$ cat src/rtl/ball_motion.sv
// ball_motion: ball position/velocity keeper for the pong video pipeline.
// Tracks the raster from the sync generator strobes, decodes the ball pixel,
// latches paddle collisions during the frame and moves the ball once per
// frame on vreset. Between points the ball is hidden for SERVE_FRAMES frames.
//
// Ports:
//   clk           pixel clock (shared with the sync generators)
//   reset         asynchronous, active-low reset
//   hreset        1-cycle strobe at the start of each line
//   hblank        horizontal blanking
//   vreset        1-cycle strobe at the start of each frame (with an hreset)
//   vblank        vertical blanking
//   lpaddle_video left paddle pixel active
//   rpaddle_video right paddle pixel active
//   ball_video    ball pixel active (combinational)
//   miss_left     1-cycle pulse when the ball passes X_MIN
//   miss_right    1-cycle pulse when the ball passes X_MAX
//   serving       high while the ball is hidden between points
//   ball_x/ball_y ball left-edge x / top-edge y
module ball_motion #(
  parameter int BALL_SIZE    = 4,
  parameter int X_MIN        = 80,
  parameter int X_MAX        = 440,
  parameter int Y_MIN        = 16,
  parameter int Y_MAX        = 250,
  parameter int X_START      = 256,
  parameter int Y_START      = 128,
  parameter int H_SPEED      = 2,
  parameter int V_SPEED      = 1,
  parameter int SERVE_FRAMES = 60
) (
  input  logic       clk,
  input  logic       reset,
  input  logic       hreset,
  input  logic       hblank,
  input  logic       vreset,
  input  logic       vblank,
  input  logic       lpaddle_video,
  input  logic       rpaddle_video,
  output logic       ball_video,
  output logic       miss_left,
  output logic       miss_right,
  output logic       serving,
  output logic [8:0] ball_x,
  output logic [8:0] ball_y
);

  localparam int CNT_W = $clog2(SERVE_FRAMES + 1);

  // 10-bit thresholds so the sums below never wrap
  localparam logic [9:0] SIZE10 = 10'(BALL_SIZE);
  localparam logic [9:0] X_LO   = 10'(X_MIN + H_SPEED);
  localparam logic [9:0] X_HI   = 10'(X_MAX + 1);
  localparam logic [9:0] Y_LO   = 10'(Y_MIN + V_SPEED);
  localparam logic [9:0] Y_HI   = 10'(Y_MAX + 1);
  localparam logic [9:0] HSP10  = 10'(H_SPEED);
  localparam logic [9:0] VSP10  = 10'(V_SPEED);

  typedef enum logic {SERVE, PLAY} state_t;

  state_t           state, state_nxt;
  logic [8:0]       hcount, vcount;
  logic [CNT_W-1:0] serve_cnt;
  logic             dir_right, dir_down;
  logic             lhit, rhit;

  logic [9:0] x10, y10, h10, v10;
  logic       in_box, dir_ref, miss_l, miss_r, serve_done;

  assign x10 = {1'b0, ball_x};
  assign y10 = {1'b0, ball_y};
  assign h10 = {1'b0, hcount};
  assign v10 = {1'b0, vcount};

  assign in_box = (h10 >= x10) && (h10 < x10 + SIZE10) &&
                  (v10 >= y10) && (v10 < y10 + SIZE10);

  // Direction after paddle reflection; a hit on the trailing side is ignored.
  always_comb begin
    dir_ref = dir_right;
    if (lhit && !dir_right)     dir_ref = 1'b1;
    else if (rhit && dir_right) dir_ref = 1'b0;
  end

  assign miss_l     = (state == PLAY) && !dir_ref && (x10 < X_LO);
  assign miss_r     = (state == PLAY) && dir_ref && (x10 + SIZE10 + HSP10 > X_HI);
  assign serve_done = (serve_cnt == CNT_W'(SERVE_FRAMES - 1));

  // Raster counters
  always_ff @(posedge clk or negedge reset) begin
    if (!reset) begin
      hcount <= '0;
      vcount <= '0;
    end else if (vreset) begin
      hcount <= '0;
      vcount <= '0;
    end else if (hreset) begin
      hcount <= '0;
      vcount <= vcount + 9'd1;
    end else if (hcount != 9'd511) begin
      hcount <= hcount + 9'd1;
    end
  end

  // FSM: state register
  always_ff @(posedge clk or negedge reset) begin
    if (!reset) state <= SERVE;
    else        state <= state_nxt;
  end

  // FSM: next state
  always_comb begin
    state_nxt = state;
    if (vreset) begin
      case (state)
        SERVE:   if (serve_done) state_nxt = PLAY;
        PLAY:    if (miss_l || miss_r) state_nxt = SERVE;
        default: state_nxt = SERVE;
      endcase
    end
  end

  // FSM: outputs
  always_comb begin
    serving    = (state == SERVE);
    ball_video = (state == PLAY) && !hblank && !vblank && in_box;
  end

  // Motion, hit latches and miss pulses
  always_ff @(posedge clk or negedge reset) begin
    if (!reset) begin
      serve_cnt  <= '0;
      ball_x     <= 9'(X_START);
      ball_y     <= 9'(Y_START);
      dir_right  <= 1'b1;
      dir_down   <= 1'b1;
      lhit       <= 1'b0;
      rhit       <= 1'b0;
      miss_left  <= 1'b0;
      miss_right <= 1'b0;
    end else begin
      miss_left  <= vreset && miss_l;
      miss_right <= vreset && miss_r;
      if (vreset) begin
        // frame boundary: clear beats a same-cycle hit
        lhit <= 1'b0;
        rhit <= 1'b0;
        if (state == SERVE) begin
          serve_cnt <= serve_done ? '0 : serve_cnt + 1'b1;
        end else begin
          dir_right <= dir_ref;
          if (miss_l || miss_r) begin
            // reload and serve toward the side that missed; no vertical step
            ball_x    <= 9'(X_START);
            ball_y    <= 9'(Y_START);
            dir_right <= miss_r;
          end else begin
            ball_x <= dir_ref ? ball_x + 9'(H_SPEED) : ball_x - 9'(H_SPEED);
            if (dir_down) begin
              if (y10 + SIZE10 + VSP10 > Y_HI) dir_down <= 1'b0;
              else                             ball_y   <= ball_y + 9'(V_SPEED);
            end else begin
              if (y10 < Y_LO) dir_down <= 1'b1;
              else            ball_y   <= ball_y - 9'(V_SPEED);
            end
          end
        end
      end else if (ball_video) begin
        if (lpaddle_video) lhit <= 1'b1;
        if (rpaddle_video) rhit <= 1'b1;
      end
    end
  end

endmodule
$ cat config.mk
export PLATFORM = sky130hd
export DESIGN_NAME = ball_motion
export DESIGN_NICKNAME = d
export VERILOG_FILES = /design/src/rtl/ball_motion.sv
export SDC_FILE = /design/constraint.sdc
export NUM_CORES = 1
export LEC_CHECK = 0
export ABC_AREA = 1
export CORE_ASPECT_RATIO = 0.75
export CORE_UTILIZATION = 50
export CTS_CLUSTER_DIAMETER = 60
export DETAILED_ROUTE_END_ITERATION = 7
export DONT_BUFFER_PORTS = 1
export PLACE_DENSITY_LB_ADDON = 0.1
export SLEW_MARGIN = 15
export SYNTH_ARGS = -nofsm -noshare
export SYNTH_HDL_FRONTEND = slang
export SYNTH_SLANG_ARGS = --single-unit
$ cat constraint.sdc
create_clock -name clk -period 5.1 [get_ports clk]
set_clock_uncertainty 0.15 [all_clocks]
set_input_delay 0.255 -clock clk [delete_from_list [all_inputs] [get_ports clk]]
set_output_delay 0.255 -clock clk [all_outputs]
set_load 0.03 [all_outputs]
# Yosys cells after proc, flatten, opt, wreduce, memory -nomap -nowiden
# Index checks and enable logic that the tools add are counted.
[word_totals] ff_bits=49 inputBits=8 out_inout_bits=22
[op_classes] n_addsub=11 magnitude_cmp=8 eq_ne=4 mux=27 bitwise_logic=2 reduce_logical=30
[op_table] cell="$mux 9" count=11
[op_table] cell="$add 9x1->9 const B" count=3
[op_table] cell="$add 9x3->10 const B" count=2
[op_table] cell="$lt 9x10->1" count=2
[op_table] cell="$ge 9x9->1" count=2
[op_table] cell="$logic_and 1x1->1" count=14
[op_table] cell="$mux 1" count=14
[op_table] cell="$add 10x1->10 const B" count=1
[op_table] cell="$add 10x2->10 const B" count=1
[op_table] cell="$gt 10x8->1 const B" count=1
[op_table] cell="$gt 10x9->1 const B" count=1
[op_table] cell="$add 9x2->9 const B" count=1
[op_table] cell="$lt 9x5->1 const B" count=1
[op_table] cell="$lt 9x7->1 const B" count=1
[op_table] cell="$ne 9x9->1 const B" count=1
[op_table] cell="$sub 9x1->9 const B" count=1
[op_table] cell="$sub 9x2->9 const B" count=1
[op_table] cell="$reduce_and 2->1" count=4
[op_table] cell="$reduce_bool 2->1" count=4
[op_table] cell="$add 6x1->6 const B" count=1
[op_table] cell="$eq 6x6->1 const B" count=1
[op_table] cell="$mux 6" count=1
[op_table] cell="$ne 3x3->1 const B" count=2
[op_table] cell="$logic_not 1->1" count=4
[op_table] cell="other kinds (6)" count=7

# Longest topological paths before layout
# Gate-level depths: netlist of the first run.
[logic_depth] depth_word=9 ltp_mapped=18 mapped_depth_nobuf=18

# Least setup slack after synthesis of the first run
# Ideal clock, no wire load.
[synth_path] kind="flip-flop to output port" start="register ball_y[2]" end="output ball_video" t_arrival_ns=2.286 t_required_ns=4.695 path_slack_ns=2.409 path_stages_with_launch=15 path_buffers=0 cell_sequence="dfrtp_1 > inv_1 > nor2_2 > nand3_1 > nand2_1 > nand2_1 > ha_1 > a21oi_1 > nand3b_1 > nand2_1 > nor2_1 > nand2_1 > nor2_1 > nand4_1 > inv_1"
[synth_between] elab_chain_cells=4 word_cells_on_any_way=6 cone_classes="add/sub: 1; order compare: 2; reduce/logical: 3"
[synth_rtl] element="from (decl)" line="45" source="output logic [8:0] ball_y"
[synth_rtl] element="from (signal assigned)" line="134" source="ball_y <= 9'(Y_START);"
[synth_rtl] element="from (signal assigned)" line="155" source="ball_y <= 9'(Y_START);"
[synth_rtl] element="from (signal assigned)" line="161" source="else ball_y <= ball_y + 9'(V_SPEED);"
[synth_rtl] element="$add 9x3->10 / $ge 9x9->1 (equally long branches)" line="76" source="(v10 >= y10) && (v10 < y10 + SIZE10);"
[synth_rtl] element="$lt 9x10->1 / $logic_and 1x1->1 (equally long branches)" line="76, 75"
[synth_rtl] element="$logic_and 1x1->1 *" line="76"
[synth_rtl] element="$logic_and 1x1->1 *" line="126" source="ball_video = (state == PLAY) && !hblank && !vblank && in_box;"
[synth_rtl] element="to (decl)" line="40" source="output logic ball_video,"
# Mark *: on every way between the ends. The rest lies on a longest branch, timed or not.

# Worst setup path after layout of the first run
[layout_path] start="register ball_y[2]" end="register rhit"
[layout_between] elab_chain_cells=6 word_cells_on_any_way=8 cone_classes="add/sub: 1; order compare: 2; reduce/logical: 5"
[layout_rtl] element="$add 9x3->10 / $ge 9x9->1 (equally long branches)" line="76"
[layout_rtl] element="$lt 9x10->1 / $logic_and 1x1->1 (equally long branches)" line="76, 75"
[layout_rtl] element="$logic_and 1x1->1 *" line="76"
[layout_rtl] element="$logic_and 1x1->1 *" line="126"
[layout_rtl] element="$reduce_bool 2->1 (no line) *"
[layout_rtl] element="$reduce_and 2->1 (no line) *"
[layout_rtl] element="to (signal assigned)" line="138" source="rhit <= 1'b0;"
[layout_rtl] element="to (signal assigned)" line="147" source="rhit <= 1'b0;"
[layout_rtl] element="to (signal assigned)" line="170" source="if (rpaddle_video) rhit <= 1'b1;"
[layout_rtl] element="to (decl)" line="65" source="logic lhit, rhit;"
# Marked as above.
# A chain may end at the register's enable or synchronous reset.

==> qor.yml, run 1 <==
outcome:
  status: "finished clean"
synthesis:
  synth_area_um2: 4110
  seq_area_frac_synth: 0.293
  ys_ff_latch: 48
  syn_avg_cell_area_um2: 7.23
  syn_nets: 632
  ys.flop_type: "dfrtp_1"
  async_flop_share: 1.00
  synthCells: 569
  synth-edff-count: 0
  yosys_warnings: 0
  ys_types: 43
setup_path:
  critPathCaptureType: "flip-flop"
  cp_data_required_time_ns: 5.21
  arrival_ns: 3.57
  r2r_end: "rhit"
  critical-path-max-stage-delay_ns: 0.66
  worstSetupStartpointType: "flip-flop"
  critPathKind: "flip-flop to flip-flop"
  crit_path_start: "ball_y[2]"
  slowest_stage: "dfrtp_1"
  endpoint: "rhit"
  crit_family: "simple AND/OR/NAND/NOR gates"
  r2r_cells: 17
  cp_num_cells: 17
  ff2ff_setup_slack_ns: 1.64
  critPathBufInv: 2
  crit_fanout: 7
  reg2reg_from: "ball_y[2]"
  critical_path.cell_chain: "inv_1 > nor2_2 > nand3_1 > nand2_1 > nand2_1 > ha_1 > a21oi_1 > nand3b_1 > nand2_1 > nor2_1 > nand2_1 > nor2_1 > nand4_1 > nor2_1 > nor2_1 > nor2_1 > dlygate4sd3_1"
  crit_top_cell: "nor2_1"
global_route:
  antenna_found_initial: 0
  grt_usage: 0.243
  grt_overflow: 0
  grt_start_max_net_pins: 49
  grt_pass1_vias: 3380
  grt_pass1_wl_um: 16300
sta:
  setup_viol: 0
  period_needed_ns: 3.46
  fmax_mhz: 289
  tns_ns: 0
  max-slew-margin-rel: 0.603
  period_share: 0.678
  hold_viol: 0
  rsz0062_at_grt: "false"
  hold_ws_ns: 0.0118
  finalMaxSlewViolations: 0
  worst_pin_slew_ns: 0.592
clock_network:
  post_cts_buffers: 0
  insertion_delay_ns: 0.32
  ctsResizeCount: 0
  cts_hold_buffers: 6
  htree_levels: 2
  path_clk_slew_ns: 0.10
  clock-root-buffer: "clkbuf_8"
  clk_path_buf_depth: 2
  cts_tree: "done"
  clock-sinks: 48
  cts_buffers: 5
drt:
  first_pass_iters: 5
  drt_wl_total_um: 9480
  avgRoutedWirePerCell_um: 13.9
  drt_iter0_drc: 254
  drtAntennaViolNets: 0
  drcViolationCount: 0
  vias_per_cell: 5.33
  num_vias: 3647
floorplan:
  initial_core_util: 0.520
  row_count: 28
  dieHeight_um: 80.6
  die_area_um2: 8600
  core-area_um2: 7920
  die_x_um: 107
  pin_count: 30
final_layout:
  final_common_cell: "nand2_1"
  finalNonFillerCells: 684
  drive_gt1_frac: 0.0604
  areaGrowthSynthToFinish_pct: 6.78
  fin_util: 0.555
  layout_common_cells: "130 x nand2_1, 78 x inv_1, 59 x nor2_1"
  fin_nets: 641
  n_antenna_cell: 0
placed_design:
  io_buffers: 0
  hpwl_um: 7450
  gp_congestion: 0.874
  dp.cells: 670
job:
  cap_violations: 0
pwr:
  power_leakage_uw: 0.00224
  p_per_area_nw_per_um2: 392
  max-vdd-ir-drop_v: 0.000251
worst_hold_path:
  min_path_type: "input port to flip-flop"
-- cell usage after synthesis, drive strengths merged (5+ instances only) --
| cell type | number | share of area |
|---|---|---|
| nor2 | 65 | 0.063 |
| xor2 | 13 | 0.028 |
| xnor2 | 6 | 0.013 |
| dfrtp | 44 | 0.27 |
| nor3 | 13 | 0.017 |
| ha | 53 | 0.16 |
| o22ai | 5 | 0.0076 |
| inv | 81 | 0.074 |
| nand2 | 137 | 0.13 |
| nand4 | 10 | 0.015 |
| o21ai | 20 | 0.024 |
| nand3 | 35 | 0.045 |
| a21oi | 43 | 0.052 |
-- power by group --
| part | switching [uW] | internal [uW] | total [uW] |
|---|---|---|---|
| Clock | 146 | 110 | 256 |
| Combinational | 475 | 314 | 789 |
| Sequential | 218 | 457 | 675 |
| Total | 840 | 881 | 1720 |
-- cell type report --
type                            instances  area (um^2)
Fill cell                             775         3520
Multi-Input combinational cell        433         2560
Sequential cell                        48         1210
Inverter                               83          312
Tap cell                              105          131
Timing Repair Buffer                    7         85.1
Clock buffer                            6         82.6
Clock inverter                          2         15.0
-- metrics by stage --
step	instance area, um^2	worst slack, ns	power, uW
2_1_floorplan	4110	2.41	1280
3_3_place_gp	4220	2.10	1430
3_5_place_dp	4220	2.01	1450
4_1_cts	4390	1.65	1730
5_1_grt	4390	1.31	1890
6_report	4390	1.64	1720
-- metal layers --
metal | share of wire | track usage | vias to the layer above
met3 | 0.055 | 0.0446 | 10
met5 | 0 | 0 | -
met1 | 0.53 | 0.353 | 1656
met2 | 0.40 | 0.372 | 89
met4 | 0.012 | 0.0562 | 0
li1 | - | - | 1892
-- worst reg2reg max path: cells and delay by family (launching register included) --
| family | cells | cell delay, ns |
|---|---|---|
| and+or+nand+nor | 13 | 1.36 |
| buffers and inverters | 2 | 0.81 |
| DFF | 1 | 0.66 |
| adders and majority gates | 1 | 0.31 |
| AOI/OAI and AO/OA | 1 | 0.13 |
-- how the worst min path moves through the flow --
stage	start	endpoint	slack (ns)	cells after the start
floorplan	reset	ball_x[1]	-0.19	0
global placement	reset	ball_x[3]	-0.19	0
detailed placement	reset	ball_x[6]	-0.19	0
CTS	vreset	vcount[1]	0.003	3
global route	vreset	vcount[1]	0.04	3
finish	vreset	vcount[1]	0.01	3
-- state kept, by name (all words and copies together) (netlist names), 6 cells and up --
name	flops
serve_cnt	6
ball_x	8
hcount	9
ball_y	9
vcount	9
-- logic make-up (layout without fill, tap and decap cells) --
family | after synthesis | in the layout | share of synthesized area
adders and majority gates | 55 | 55 | 0.171
buffers and inverters | 88 | 98 | 0.0842
xor gates and xnor gates | 19 | 19 | 0.0405
AOI/OAI and AO/OA | 81 | 81 | 0.109
DFF | 48 | 48 | 0.293
other | 1 | 1 | 0.000912
and+or+nand+nor | 277 | 277 | 0.301
(Power assumes the default switching activity.)
==> run 2, diff against run 1 <==
Clock period 5.1 ns to 3.2 ns, I/O delays scaled along.
==> qor.yml, run 2 (synthesized netlist as in run 1, its figures left out) <==
final_layout:
  final_common_cell: "nand2_1"  # unchanged
  finalNonFillerCells: 705  # was 684
  fin_nets: 662  # was 641
  fin_util: 0.594  # was 0.555
  layout_common_cells: "125 x nand2_1, 73 x inv_1, 57 x nor2_1"  # was 130 x nand2_1, 78 x inv_1, 59 x nor2_1
  largestRegisters: "ball_y (9), hcount (9), vcount (9)"  # unchanged
  drive_gt1_frac: 0.150  # was 0.0604
  n_antenna_cell: 0  # unchanged
  areaGrowthSynthToFinish_pct: 14.4  # was 6.78%
sta:
  setup_viol: 0  # unchanged
  finalMaxSlewViolations: 0  # unchanged
  fmax_mhz: 348
  hold_ws_ns: -0.0331  # was 0.0118 ns
  hold_viol: 2  # was 0
  period_needed_ns: 2.88
  tns_ns: 0  # unchanged
  worst_pin_slew_ns: 0.532  # was 0.592 ns
  rsz0062_at_grt: "false"  # unchanged
  period_share: 0.899
  max-slew-margin-rel: 0.645  # was 0.603
setup_path:
  crit_fanout: 7  # unchanged
  worstSetupStartpointType: "flip-flop"  # unchanged
  reg2reg_from: "dir_down"  # was ball_y[2]
  r2r_end: "ball_y[6]"  # was rhit
  ff2ff_setup_slack_ns: 0.61  # was 1.64 ns
  r2r_cells: 11  # was 17
  critPathCaptureType: "primary output"  # was flip-flop
  arrival_ns: 2.57  # was 3.57 ns
  cp_data_required_time_ns: 2.89  # was 5.21 ns
  critPathKind: "flip-flop to primary output"  # was flip-flop to flip-flop
floorplan:
  initial_core_util: 0.520  # unchanged
  die_area_um2: 8600  # unchanged
  core-area_um2: 7920  # unchanged
  die_x_um: 107  # unchanged
  row_count: 28  # unchanged
  dieHeight_um: 80.6  # unchanged
  pin_count: 30  # unchanged
global_route:
  grt_pass1_vias: 3453  # was 3380
  grt_overflow: 0  # unchanged
  grt_usage: 0.243  # about the same
  grt_start_max_net_pins: 49  # unchanged
  grt_pass1_wl_um: 16300  # about the same
  antenna_found_initial: 0  # unchanged
clock_network:
  htree_levels: 2  # unchanged
  clk_path_buf_depth: 2  # unchanged
  clock-root-buffer: "clkbuf_8"  # unchanged
  clock-sinks: 48  # unchanged
  insertion_delay_ns: 0.31  # was 0.32 ns
  cts_tree: "done"  # unchanged
  path_clk_slew_ns: 0.09  # was 0.10 ns
  cts_buffers: 5  # unchanged
worst_hold_path:
  min-delay-start: "rpaddle_video"  # was vreset
  hold_end: "rhit"  # was vcount[1]
  min_path_cells: 4  # was 3
  min_path_type: "input port to flip-flop"  # unchanged
placed_design:
  io_buffers: 0  # unchanged
  dp.cells: 683  # was 670
  hpwl_um: 7470  # was 7450 um
  gp_congestion: 0.888  # was 0.874
drt:
  num_vias: 3793  # was 3647
  drt_wl_total_um: 9950  # was 9480 um
  drcViolationCount: 0  # unchanged
  drt_iter0_drc: 203  # was 254
  first_pass_iters: 4  # was 5
  avgRoutedWirePerCell_um: 14.1  # was 13.9 um
  vias_per_cell: 5.38  # was 5.33
  drtAntennaViolNets: 0  # unchanged
pwr:
  power_leakage_uw: 0.00236  # was 0.00224 uW
  p_per_area_nw_per_um2: 643  # was 392 nW/um^2
  max-vdd-ir-drop_v: 0.000446  # was 0.000251 V
outcome:
  violations: "negative hold slack"
  status: "complete, but fails checks"  # was finished clean
job:
  cap_violations: 0  # unchanged
==> run 2: changes by cell type in the layout (fill, tap and decap cells not counted), sizes merged <==
cell         delta
clkbuf          +1
dlygate4sd3     -1
clkinv          +1
buf            +22
clkinvlp        -2
==> run 2: repair_timing <==
| action | in CTS | in global routing |
|---|---|---|
| buffers inserted | 0 | 9 |
| endpoints found under the setup margin | 0 | 2 |
| hold buffers | 6 | 0 |
| endpoints found under the hold margin | 59 | 0 |
| resized for setup | 0 | 42 |
==> run 2: metrics by stage <==
step	total power, uW	cell area, um^2	worst slack (ns)	hold slack [ns]
2_1_floorplan	2050	4110	0.604	-0.286
3_3_place_gp	2370	4320	0.585	-0.285
3_5_place_dp	2430	4320	0.532	-0.284
4_1_cts	2850	4490	0.0503	0.00844
5_1_grt	3290	4700	0.163	0.00512
6_report	3020	4700	0.322	-0.0331
==> run 2: final cells by class <==
cell class                 count  area (um^2)
clock buffer                   7         86.3
timing repair buffer          28          248
multi-input combinational    433         2700
sequential                    48         1220
tap                          105          131
fill                         717         3210
clock inverter                 1         8.76
inverter                      83          312
==> run 2: per-layer routing <==
| layer | GRT usage | share of wire | routed length (um) |
|---|---|---|---|
| met1 | 0.356 | 0.53 | 5300 |
| met5 | 0 | 0 | 0 |
| met4 | 0.0342 | 0.0027 | 27 |
| met3 | 0.0373 | 0.042 | 419 |
| met2 | 0.384 | 0.42 | 4210 |
==> run 2: power by group <==
group	leakage [uW]	internal, uW	total [uW]	switching, uW
sequential	0.000611	740	945	206
combinational	0.00170	655	1680	1020
clock	0.0000484	178	401	223
==> run 2: worst max-delay path by stage <==
stage / startpoint / endpoint / cells after the start
after global placement: ball_x[4] / ball_video / 15
after floorplan: ball_y[2] / ball_video / 14
after global routing: ball_x[2] / ball_video / 14
final: ball_y[7] / ball_video / 12
after detailed placement: ball_y[3] / ball_video / 13
after CTS: ball_y[3] / rhit / 16
==> run 2: critical path: stages (launching register included) <==
cell and delay (ns):
dfstp_2 0.71, inv_2 0.07, nand2_1 0.09, nand2_2 0.07, ha_1 0.29, a21oi_1 0.13
nand3b_1 0.12, nand2_1 0.08, nor2_1 0.09, nand2_1 0.06, nor2_1 0.10, nand4_1 0.19
inv_1 0.28
==> run 3, diff against run 2 <==
Settings changed: PLACE_DENSITY_LB_ADDON 0.1 to default, RECOVER_POWER from default to 50, TNS_END_PERCENT from default to 100.
==> qor.yml, run 3 (synthesized netlist as in run 1, its figures left out) <==
setup_path:
  critical-path-max-stage-delay_ns: 0.72  # was 0.71 ns
  r2r_end: "ball_y[6]"  # unchanged
  crit_fanout: 7  # unchanged
  reg2reg_from: "dir_down"  # unchanged
  arrival_ns: 2.65  # was 2.57 ns
  worstSetupStartpointType: "flip-flop"  # unchanged
  critPathKind: "flip-flop to primary output"  # unchanged
  critical_path.cell_chain: "nand4_1 > nand2_1 > ha_1 > a21oi_1 > nand3b_1 > nand2_1 > nor2_1 > nand2_1 > nor2_2 > nand4_1 > buf_4 > clkinvlp_4"  # was inv_2 > nand2_1 > nand2_2 > ha_1 > a21oi_1 > nand3b_1 > nand2_1 > nor2_1 > nand2_1 > nor2_1 > nand4_1 > inv_1
  r2r_cells: 11  # unchanged
  crit_top_cell: "nand2_1"  # unchanged
  critPathCaptureType: "primary output"  # unchanged
  slowest_stage: "dfstp_2"  # unchanged
  cp_data_required_time_ns: 2.89  # about the same
  ff2ff_setup_slack_ns: 0.63  # was 0.61 ns
worst_hold_path:
  min_path_type: "input port to flip-flop"  # unchanged
  hold_end: "rhit"  # unchanged
  min_path_cells: 4  # unchanged
  min-delay-start: "rpaddle_video"  # unchanged
pwr:
  seq_power_share: 0.326  # was 0.313
  switchingPower_uw: 1420  # was 1450 uW
  clkPwrFrac: 0.137  # was 0.133
  max-vdd-ir-drop_v: 0.000398  # was 0.000446 V
  p_comb_frac: 0.537  # was 0.555
  p_per_area_nw_per_um2: 640  # was 643 nW/um^2
  power_leakage_uw: 0.00231  # was 0.00236 uW
  p_int_uw: 1510  # was 1570 uW
  p_sw_frac: 0.485  # was 0.480
final_layout:
  layout_common_cells: "128 x nand2_1, 73 x inv_1, 57 x nor2_1"  # was 125 x nand2_1, 73 x inv_1, 57 x nor2_1
  multi_input_area_um2: 2610  # was 2700 um^2
  drive_gt1_frac: 0.115  # was 0.150
  n_antenna_cell: 0  # unchanged
  areaGrowthSynthToFinish_pct: 11.2  # was 14.4%
  largestRegisters: "ball_y (9), hcount (9), vcount (9)"  # unchanged
  n_fill_cell: 749  # was 717
  seqCellArea_um2: 1210  # was 1220 um^2
  fin_nets: 660  # was 662
  final_common_cell: "nand2_1"  # unchanged
global_route:
  grt_usage: 0.242  # was 0.243
  antenna_found_initial: 0  # unchanged
  grt_pass1_wl_um: 16200  # was 16300 um
  grt_pass1_vias: 3431  # was 3453
  grt_overflow: 0  # unchanged
  grt_start_max_net_pins: 49  # unchanged
clock_network:
  path_clk_slew_ns: 0.10  # was 0.09 ns
  clock-root-buffer: "clkbuf_8"  # unchanged
  cts_tree: "done"  # unchanged
  htree_levels: 2  # unchanged
  insertion_delay_ns: 0.32  # was 0.31 ns
  clk_path_buf_depth: 2  # unchanged
  cts_buffers: 5  # unchanged
  clock-sinks: 48  # unchanged
sta:
  finalMaxSlewViolations: 49  # was 0
  hold_viol: 1  # was 2
  fmax_mhz: 338  # was 348 MHz
  worst_pin_slew_ns: 2.18  # was 0.532 ns
  period_needed_ns: 2.96  # was 2.88 ns
  period_share: 0.925  # was 0.899
  worst_slack_ns: 0.240  # was 0.322 ns
  setup_viol: 0  # unchanged
  rsz0062_at_grt: "false"  # unchanged
  max-slew-margin-rel: -0.453  # was 0.645
  hold_ws_ns: -0.0542  # was -0.0331 ns
  tns_ns: 0  # unchanged
floorplan:
  row_count: 28  # unchanged
  die_area_um2: 8600  # unchanged
  core-area_um2: 7920  # unchanged
  pin_count: 30  # unchanged
  die_x_um: 107  # unchanged
  initial_core_util: 0.520  # unchanged
  dieHeight_um: 80.6  # unchanged
placed_design:
  gp_congestion: 0.877  # was 0.888
  pre_cts_slack_ns: 0.570  # was 0.532 ns
  hpwl_um: 7720  # was 7470 um
  io_buffers: 0  # unchanged
drt:
  first_pass_iters: 5  # was 4
  drcViolationCount: 0  # unchanged
  num_vias: 3738  # was 3793
  drtAntennaViolNets: 0  # unchanged
  drt_wl_total_um: 9970  # was 9950 um
  vias_per_cell: 5.32  # was 5.38
  avgRoutedWirePerCell_um: 14.2  # was 14.1 um
  drt_iter0_drc: 249  # was 203
job:
  cap_violations: 1  # was 0
outcome:
  status: "complete, but fails checks"  # unchanged
  violations: "negative hold slack, max-capacitance violations, max-slew violations"  # was negative hold slack
run 3: changes by cell type in the layout (fill, tap and decap cells not counted), sizes merged:
| cell | change |
|---|---|
| clkbuf | +1 |
| dlymetal6s2s | +1 |
| buf | -5 |
| clkinvlp | +3 |
| clkinv | -1 |
| inv | -1 |
run 3: power groups by stage:
stage / Sequential, uW / Combinational [uW] / Clock (uW)
final: 954 / 1570 / 402
after detailed placement: 949 / 1480 / 0
after global placement: 946 / 1460 / 0
after floorplan: 1030 / 1020 / 0
after CTS: 938 / 1510 / 414
after global routing: 976 / 1760 / 432
run 3: layout make-up:
cell class | count | share of cell area
clock buffers | 6 | 0.0181
clock inverters | 2 | 0.00328
inverters | 83 | 0.0695
multi-input cells | 433 | 0.572
flip-flops and latches | 48 | 0.265
well taps | 105 | 0.0287
repair buffers | 26 | 0.0443
run 3: how the worst max path moves through the flow:
| stage | start | endpoint | slack, ns | cells after the start |
|---|---|---|---|---|
| final | ball_y[7] | ball_video | 0.24 | 12 |
| after global placement | ball_x[4] | ball_video | 0.61 | 15 |
| after detailed placement | ball_x[4] | ball_video | 0.57 | 15 |
| after global routing | ball_y[3] | ball_video | 0.02 | 17 |
| after CTS | ball_x[4] | rhit | 0.15 | 18 |
| after floorplan | ball_y[2] | ball_video | 0.60 | 14 |
run 3: worst max-delay path: cells and delay by family, from the launching register on:
kind | cells | cell delay (ns)
AND/OR/NAND/NOR | 8 | 0.88
flip-flops | 1 | 0.72
buffers and inverters | 2 | 0.32
adder cells (fa/ha/maj) | 1 | 0.26
AO/OA/AOI/OAI | 1 | 0.14
run 3: metal layers:
metal | routed length (um) | GRT usage | vias up
li1 | - | - | 1931
met1 | 5420 | 0.358 | 1725
met2 | 4070 | 0.363 | 75
met3 | 408 | 0.0438 | 7
met4 | 74 | 0.0521 | 0
met5 | 0 | 0 | -
run 3: what timing repair did:
item / CTS / global route
endpoints found under the hold margin: 61 / 0
setup endpoints to repair: 0 / 2
resized for setup: 0 / 22
buffers inserted: 0 / 8
hold buffers: 6 / 0
run 3: through the flow:
| stage | utilization | area, um^2 | hold WS [ns] | total power (uW) | cells |
|---|---|---|---|---|---|
| floorplan | - | 4110 | -0.286 | 2050 | 569 |
| global placement | 0.544 | 4310 | -0.285 | 2400 | 682 |
| detailed placement | 0.544 | 4310 | -0.285 | 2430 | 682 |
| CTS | 0.566 | 4480 | 0.00744 | 2860 | 696 |
| global route | 0.578 | 4570 | 0.00145 | 3170 | 703 |
| finish | 0.578 | 4570 | -0.0542 | 2930 | 703 |
